**src/rtl/dcache_port_arb.sv**
```systemverilog
// dcache_port_arb: single-port D-cache arbiter between the LSU load port
// and the store buffer drain port, one request in flight at a time.
module dcache_port_arb #(
  parameter int STARVE_LIMIT = 4
) (
  input  logic        clk,
  input  logic        rst,
  input  logic        flush,
  input  logic        ld_valid,
  output logic        ld_ready,
  input  logic [31:0] ld_addr,
  input  logic [3:0]  ld_rmask,
  output logic        ld_resp,
  output logic [31:0] ld_rdata,
  input  logic        st_valid,
  output logic        st_ready,
  input  logic [31:0] st_addr,
  input  logic [3:0]  st_wmask,
  input  logic [31:0] st_wdata,
  output logic        st_resp,
  input  logic        st_buf_full,
  output logic [31:0] dc_addr,
  output logic [3:0]  dc_rmask,
  output logic [3:0]  dc_wmask,
  output logic [31:0] dc_wdata,
  input  logic [31:0] dc_rdata,
  input  logic        dc_resp
);

  localparam int CW = $clog2(STARVE_LIMIT + 1);
  localparam logic [CW-1:0] LIMIT = CW'(STARVE_LIMIT);

  typedef enum logic [1:0] {
    IDLE,
    LD_WAIT,
    ST_WAIT
  } state_t;

  state_t        state;
  logic [CW-1:0] starve_cnt;
  logic          drop;
  logic          idle;
  logic          force_st;

  assign idle     = (state == IDLE) & ~rst;
  assign force_st = st_valid & (st_buf_full | (starve_cnt == LIMIT));

  // a store wins when forced or when no load is granted
  assign ld_ready = idle & ~force_st & ld_valid & ~flush;
  assign st_ready = idle & st_valid & ~ld_ready;

  // a flushed load still completes at the cache but is never reported
  assign ld_resp  = (state == LD_WAIT) & dc_resp & ~drop & ~flush;
  assign st_resp  = (state == ST_WAIT) & dc_resp;
  assign ld_rdata = ld_resp ? dc_rdata : '0;

  // grant, hold the cache request until completion, track load streaks
  always_ff @(posedge clk or posedge rst) begin
    if (rst) begin
      state      <= IDLE;
      starve_cnt <= '0;
      drop       <= 1'b0;
      dc_addr    <= '0;
      dc_rmask   <= '0;
      dc_wmask   <= '0;
      dc_wdata   <= '0;
    end else begin
      unique case (state)
        IDLE: begin
          if (ld_ready) begin
            state    <= LD_WAIT;
            dc_addr  <= ld_addr;
            dc_rmask <= ld_rmask;
            dc_wmask <= '0;
            dc_wdata <= '0;
            drop     <= flush;
            if (!st_valid)
              starve_cnt <= '0;
            else if (starve_cnt != LIMIT)
              starve_cnt <= starve_cnt + CW'(1);
          end else if (st_ready) begin
            state      <= ST_WAIT;
            dc_addr    <= st_addr;
            dc_rmask   <= '0;
            dc_wmask   <= st_wmask;
            dc_wdata   <= st_wdata;
            starve_cnt <= '0;
          end else if (!st_valid) begin
            starve_cnt <= '0;
          end
        end
        LD_WAIT: begin
          if (dc_resp) begin
            state    <= IDLE;
            dc_rmask <= '0;
            dc_wmask <= '0;
            drop     <= 1'b0;
          end else if (flush) begin
            drop <= 1'b1;
          end
        end
        ST_WAIT: begin
          if (dc_resp) begin
            state    <= IDLE;
            dc_rmask <= '0;
            dc_wmask <= '0;
          end
        end
        default: state <= IDLE;
      endcase
    end
  end

endmodule

```
**config.mk**
```make
export PLATFORM = sky130hd
export DESIGN_NAME = dcache_port_arb
export DESIGN_NICKNAME = d
export VERILOG_FILES = /design/src/rtl/dcache_port_arb.sv
export SDC_FILE = /design/constraint.sdc
export NUM_CORES = 1
export LEC_CHECK = 0
export ABC_CLOCK_PERIOD_IN_PS = 4490
export BUFFER_PORTS_ARGS = -buffer_cell sky130_fd_sc_hd__buf_2
export CAP_MARGIN = 20
export CELL_PAD_IN_SITES_DETAIL_PLACEMENT = 0
export CELL_PAD_IN_SITES_GLOBAL_PLACEMENT = 2
export CORE_MARGIN = 4
export CORE_UTILIZATION = 24
export DETAILED_ROUTE_END_ITERATION = 12
export PLACE_DENSITY_LB_ADDON = 0.12
export SKIP_CTS_REPAIR_TIMING = 1
export SYNTH_ARGS = -nofsm -noshare
export SYNTH_HDL_FRONTEND = slang
export SYNTH_SLANG_ARGS = --single-unit
```
**constraint.sdc**
```tcl
create_clock -name clk -period 4.49 [get_ports clk]
set_input_delay 0 -clock clk [delete_from_list [all_inputs] [get_ports clk]]
set_output_delay 0 -clock clk [all_outputs]
set_load 0.005 [all_outputs]
```
## Word level (Yosys, flattened, before mapping)

Index checks and enable logic that the tools add are counted.

- Output and inout bits: 108
- Input bits: 143
- Bits in registers: 78
- Logic and storage cells: 70

- Reductions and logical operators: 10
- Add/sub/neg operators: 1
- Eq/ne operators: 10
- Muxes and demuxes: 25
- Bitwise logic cells: 17

Operators by type and width:

| kind | count |
|---|---|
| two-way mux 32 bit | 5 |
| two-way mux 4 bit | 5 |
| case mux 4 bit (2 select lines) | 2 |
| two-way mux 3 bit | 5 |
| AND 1 bit | 11 |
| != test 3 bit (second input constant) | 3 |
| AND reduction 3 bit | 3 |
| two-way mux 2 bit | 3 |
| != test 3 x 2 -> 1 bit (second input constant) | 2 |
| nonzero test 2 bit | 3 |
| NOT 1 bit | 5 |
| case mux 2 bit (2 select lines) | 1 |
| AND reduction 2 bit | 2 |
| adder 3 x 1 -> 3 bit (second input constant) | 1 |
| equality test 3 bit (second input constant) | 1 |
| two-way mux 1 bit | 3 |
| equality test 2 x 1 -> 1 bit (second input constant) | 1 |
| equality test 2 bit (second input constant) | 1 |
| logical NOT 2 bit | 1 |
| != test 2 x 1 -> 1 bit (second input constant) | 1 |
| != test 2 bit (second input constant) | 1 |
| case mux 1 bit (2 select lines) | 1 |
| OR reduction 2 bit | 1 |
| OR 1 bit | 1 |

## Logic depth before layout (Yosys ltp)

- Depth after elaboration: 12
- Gate-level depth with buffers: 8
- Gate-level depth less buffers: 6

## Worst setup path before layout

Ideal clock, no wire load.

- Path type: input port to flip-flop
- Start point: input port rst
- End point: register starve_cnt[1]
- Setup slack: 2074 ps
- Arrival: 2295 ps
- Setup time: 122 ps
- Data required time: 4368 ps
- Cell stages on the path: 3
- Cells stage by stage: inv_1 -> o21ai_0 -> a32o_1

- Cells in the longest elaborated chain, start to end: 9

RTL lines:

| element | line | RTL |
|---|---|---|
| from (decl) | 7 | `input logic rst,` |
| NOT 1 bit * | 45 | `assign idle = (state == IDLE) & ~rst;` |
| AND 1 bit * | 45 |  |
| AND 1 bit (3 in a row) | 49 | `assign ld_ready = idle & ~force_st & ld_valid & ~flush;` |
| NOT 1 bit | 50 | `assign st_ready = idle & st_valid & ~ld_ready;` |
| AND 1 bit | 50 |  |
| != test 3 x 2 -> 1 bit (no line) or two-way mux 3 bit (tied branches) | - |  |
| AND reduction 3 bit (no line) or two-way mux 3 bit (tied branches) | - |  |
| to (signal assigned) | 80 | `starve_cnt <= starve_cnt + CW'(1);` |
| to (decl) | 40 | `logic [CW-1:0] starve_cnt;` |

Every way passes the cells marked *; elsewhere a longest branch is shown, timed or not.
A chain may end at the register's enable or synchronous reset.

## Worst setup path in the final report

- Start point: register state[0]
- End point: register dc_addr[28]

- Cells in the longest elaborated chain, start to end: 9

RTL lines:

| element | line | RTL |
|---|---|---|
| from (decl) | 39 | `state_t state;` |
| from (signal assigned) | 60 | `state <= IDLE;` |
| from (signal assigned) | 71 | `state <= LD_WAIT;` |
| from (signal assigned) | 82 | `state <= ST_WAIT;` |
| logical NOT 2 bit * | 45, 68 |  |
| AND 1 bit | 45 |  |
| AND 1 bit (3 in a row) | 49 |  |
| NOT 1 bit | 50 |  |
| AND 1 bit | 50 |  |
| nonzero test 2 bit (no line) | - |  |
| AND reduction 2 bit (no line) | - |  |
| to (signal assigned) | 72 | `dc_addr <= ld_addr;` |
| to (signal assigned) | 83 | `dc_addr <= st_addr;` |
| to (decl) | 22 | `output logic [31:0] dc_addr,` |

Marked as above.

==> impl_metrics.yaml <==
run_status:
  status: "finished, violations left"
  violations: "negative hold slack"
floorplanning:
  die_y_um: 132.8
  fp.dieW_um: 132.8
  core.rowCount: 45
  coreArea_um2: 15260
  ios: 251
  die-area_um2: 17640
  initial_core_util_pct: 24.50
yosys:
  synth_area_um2: 3739
  ys_types: 33
  ys_seq_area_share_pct: 52.21
  synth_area_leaders: "dfrtp_1 (52%), nand2_1 (8.7%), a22o_1 (7.5%)"
  synth_top_cell_by_area: "dfrtp_1"
  synthArstFlopShare_pct: 100.0
  synth_edf_count: 0
  avgSynthCellArea_um2: 9.943
  synth_warnings: 0
  synth_top_area_share_pct: 52.21
  synthCells: 376
  synth-main-ff-cell: "dfrtp_1"
  ys_seq_elements: 78
  syn_nets: 525
clock_network:
  clock_latency_ns: 0.34
  root_buffer: "clkbuf_16"
  cts_max_level: 3
  cts_sinks: 78
  cts_tree: "built"
  numCtsBuffers: 9
  clkTransAtPathRegs_ns: 0.06
  clockBufferDepth: 2
global_route:
  grt_pass1_wl_mm: 19.67
  track_usage_pct: 13.99
  grt_start_max_net_pins: 49
  grt_pass1_vias: 3670
  grt_overflow_total: 0
  antenna_found_initial: 0
sta:
  tightestPinTransition_ns: 0.9022
  rsz0062_at_grt: "false"
  whs_ns: -0.01950
  clock_skew_ns: 0.004541
  fmax_mhz: 325.7
  fin_crit_sh_pct: 68.39
  drv_slew: 0
  hold_viol: 3
  slew_headroom_pct: 39.78
  setup_viol: 0
  finalCriticalPeriod_ns: 3.071
  tns_ns: 0
routing:
  wl_per_cell_um: 14.45
  vias_per_cell: 4.332
  final_antenna_net_count: 0
  wirelength_mm: 13.53
  drc: 0
  drt_iter0_markers: 179
  num_vias: 4055
  first_pass_iters: 4
critical_path:
  arrival_ns: 3.34
  worst_ep_required_time_ns: 4.76
  crit_type: "flip-flop to flip-flop"
  crit_fanout: 29
  startpoint_type: "flip-flop"
  end_kind: "flip-flop"
final_layout:
  post_route_cells_drive_above_1_share_pct: 38.34
  antenna_cells: 0
  area_growth_pct: 72.29
  layout.cells.non_filler: 936
  fin_nets: 869
place:
  io_buffers: 250
  dpl.hpwl_mm: 9.325
  routabilityCongestion: 0.7586
  numPlacedInstances: 818
pwr:
  ir_drop_v: 0.0002290
  p_per_area_nw_per_um2: 507.6
  finalPower_w: 0.003269
  leakage_nw: 3.529
min_path:
  hp-class: "input pin to flip-flop"
job:
  maxCapViolations: 0
[final timing paths]
check | startpoint | cells after the start | slack, ns | end
min | ld_addr[25] | 3 | -0.02 | dc_addr[25]$_DFFE_PP0P_
max in group asynchronous | rst | 4 | 3.11 | dc_wdata[16]$_DFFE_PP0P_
max reg2reg | state[0]$_DFFE_PP0P_ | 8 | 1.42 | dc_addr[28]$_DFFE_PP0P_
min in group asynchronous | rst | 3 | 0.43 | dc_addr[28]$_DFFE_PP0P_
max | state[0]$_DFFE_PP0P_ | 8 | 1.42 | dc_addr[28]$_DFFE_PP0P_
min reg2reg | dc_rmask[0]$_DFFE_PP0P_ | 2 | 0.48 | dc_rmask[0]$_DFFE_PP0P_
[logic make-up after synthesis]
kind of cell             Yosys count  synth area share [%]
AO/OA/AOI/OAI                    124                 23.53
adder cells (fa/ha/maj)            6                 2.008
buffers and inverters             34                 5.388
flip-flops                        78                 52.21
AND/OR/NAND/NOR                  134                 16.87
[placed cells by master, fill, tap and decap left out, drive strengths merged, types with 2 or more instances in the layout]
cell / netlist / routed
buf: 18 / 255
dlygate4sd3: 0 / 102
nand2: 87 / 87
dfrtp: 78 / 78
a21oi: 37 / 37
a21o: 34 / 34
and2: 33 / 33
a22o: 32 / 32
clkbuf: 6 / 13
o21ai: 11 / 11
inv: 10 / 9
ha: 6 / 6
nand2b: 5 / 5
nor2b: 3 / 3
clkinv: 0 / 2
clkinvlp: 0 / 2
[layout make-up]
type | count | area, µm²
fill | 1529 | 8817
timing repair buffer | 357 | 2313
sequential | 78 | 1952
multi-input combinational | 264 | 1603
tap | 211 | 264.0
clock buffer | 13 | 250.2
inverter | 10 | 38.79
clock inverter | 3 | 20.02
[synth_stat cells (2+ instances only)]
library cell / n
a21oi_1: 37
nand2b_1: 3
nor2b_1: 3
inv_1: 10
ha_1: 6
dfrtp_1: 78
a21o_1: 34
nand2_1: 87
nand2b_2: 2
buf_4: 3
o21ai_0: 10
clkbuf_1: 6
buf_2: 8
a22o_1: 32
and2_1: 33
buf_6: 7
[metal layers]
metal	vias to the layer above	track usage (%)	part of all wire (%)
met4	0	3.580	0.81
met1	1903	17.37	44
li1	1981	-	-
met2	160	23.31	49
met5	-	0	0
met3	11	4.791	6.8
[power by group]
part           internal [W]  switching (W)
combinational      0.000794       0.000624
clock              0.000389       0.000289
sequential          0.00101       0.000159
total               0.00220        0.00107
[metrics by stage]
stage	hold slack (ns)	instance area (µm²)	setup WS, ns	utilization [%]
detailed placement	0.2056	5150	1.929	33.75
finish	-0.01950	6441	1.419	42.21
global route	0.00001490	6441	1.221	42.21
CTS	-0.1574	5420	1.743	35.52
global placement	0.2018	5139	2.038	33.68
floorplan	0.1103	3739	2.074	-
[state kept, by name, indices dropped and copies added (netlist names)]
signal	cells
dc_addr	32
dc_wdata	32
dc_rmask	4
dc_wmask	4
starve_cnt	3
state	2
drop	1
[critical path, stage by stage (launching register included)]
cell	delay (ns)
dfrtp_1	0.41
inv_1	0.11
ha_1	0.30
nand2b_2	0.16
a211oi_4	0.71
buf_4	0.46
a22o_1	0.21
a21o_1	0.08
dlygate4sd3_1	0.55
Power figures use the tool's default switching activity.
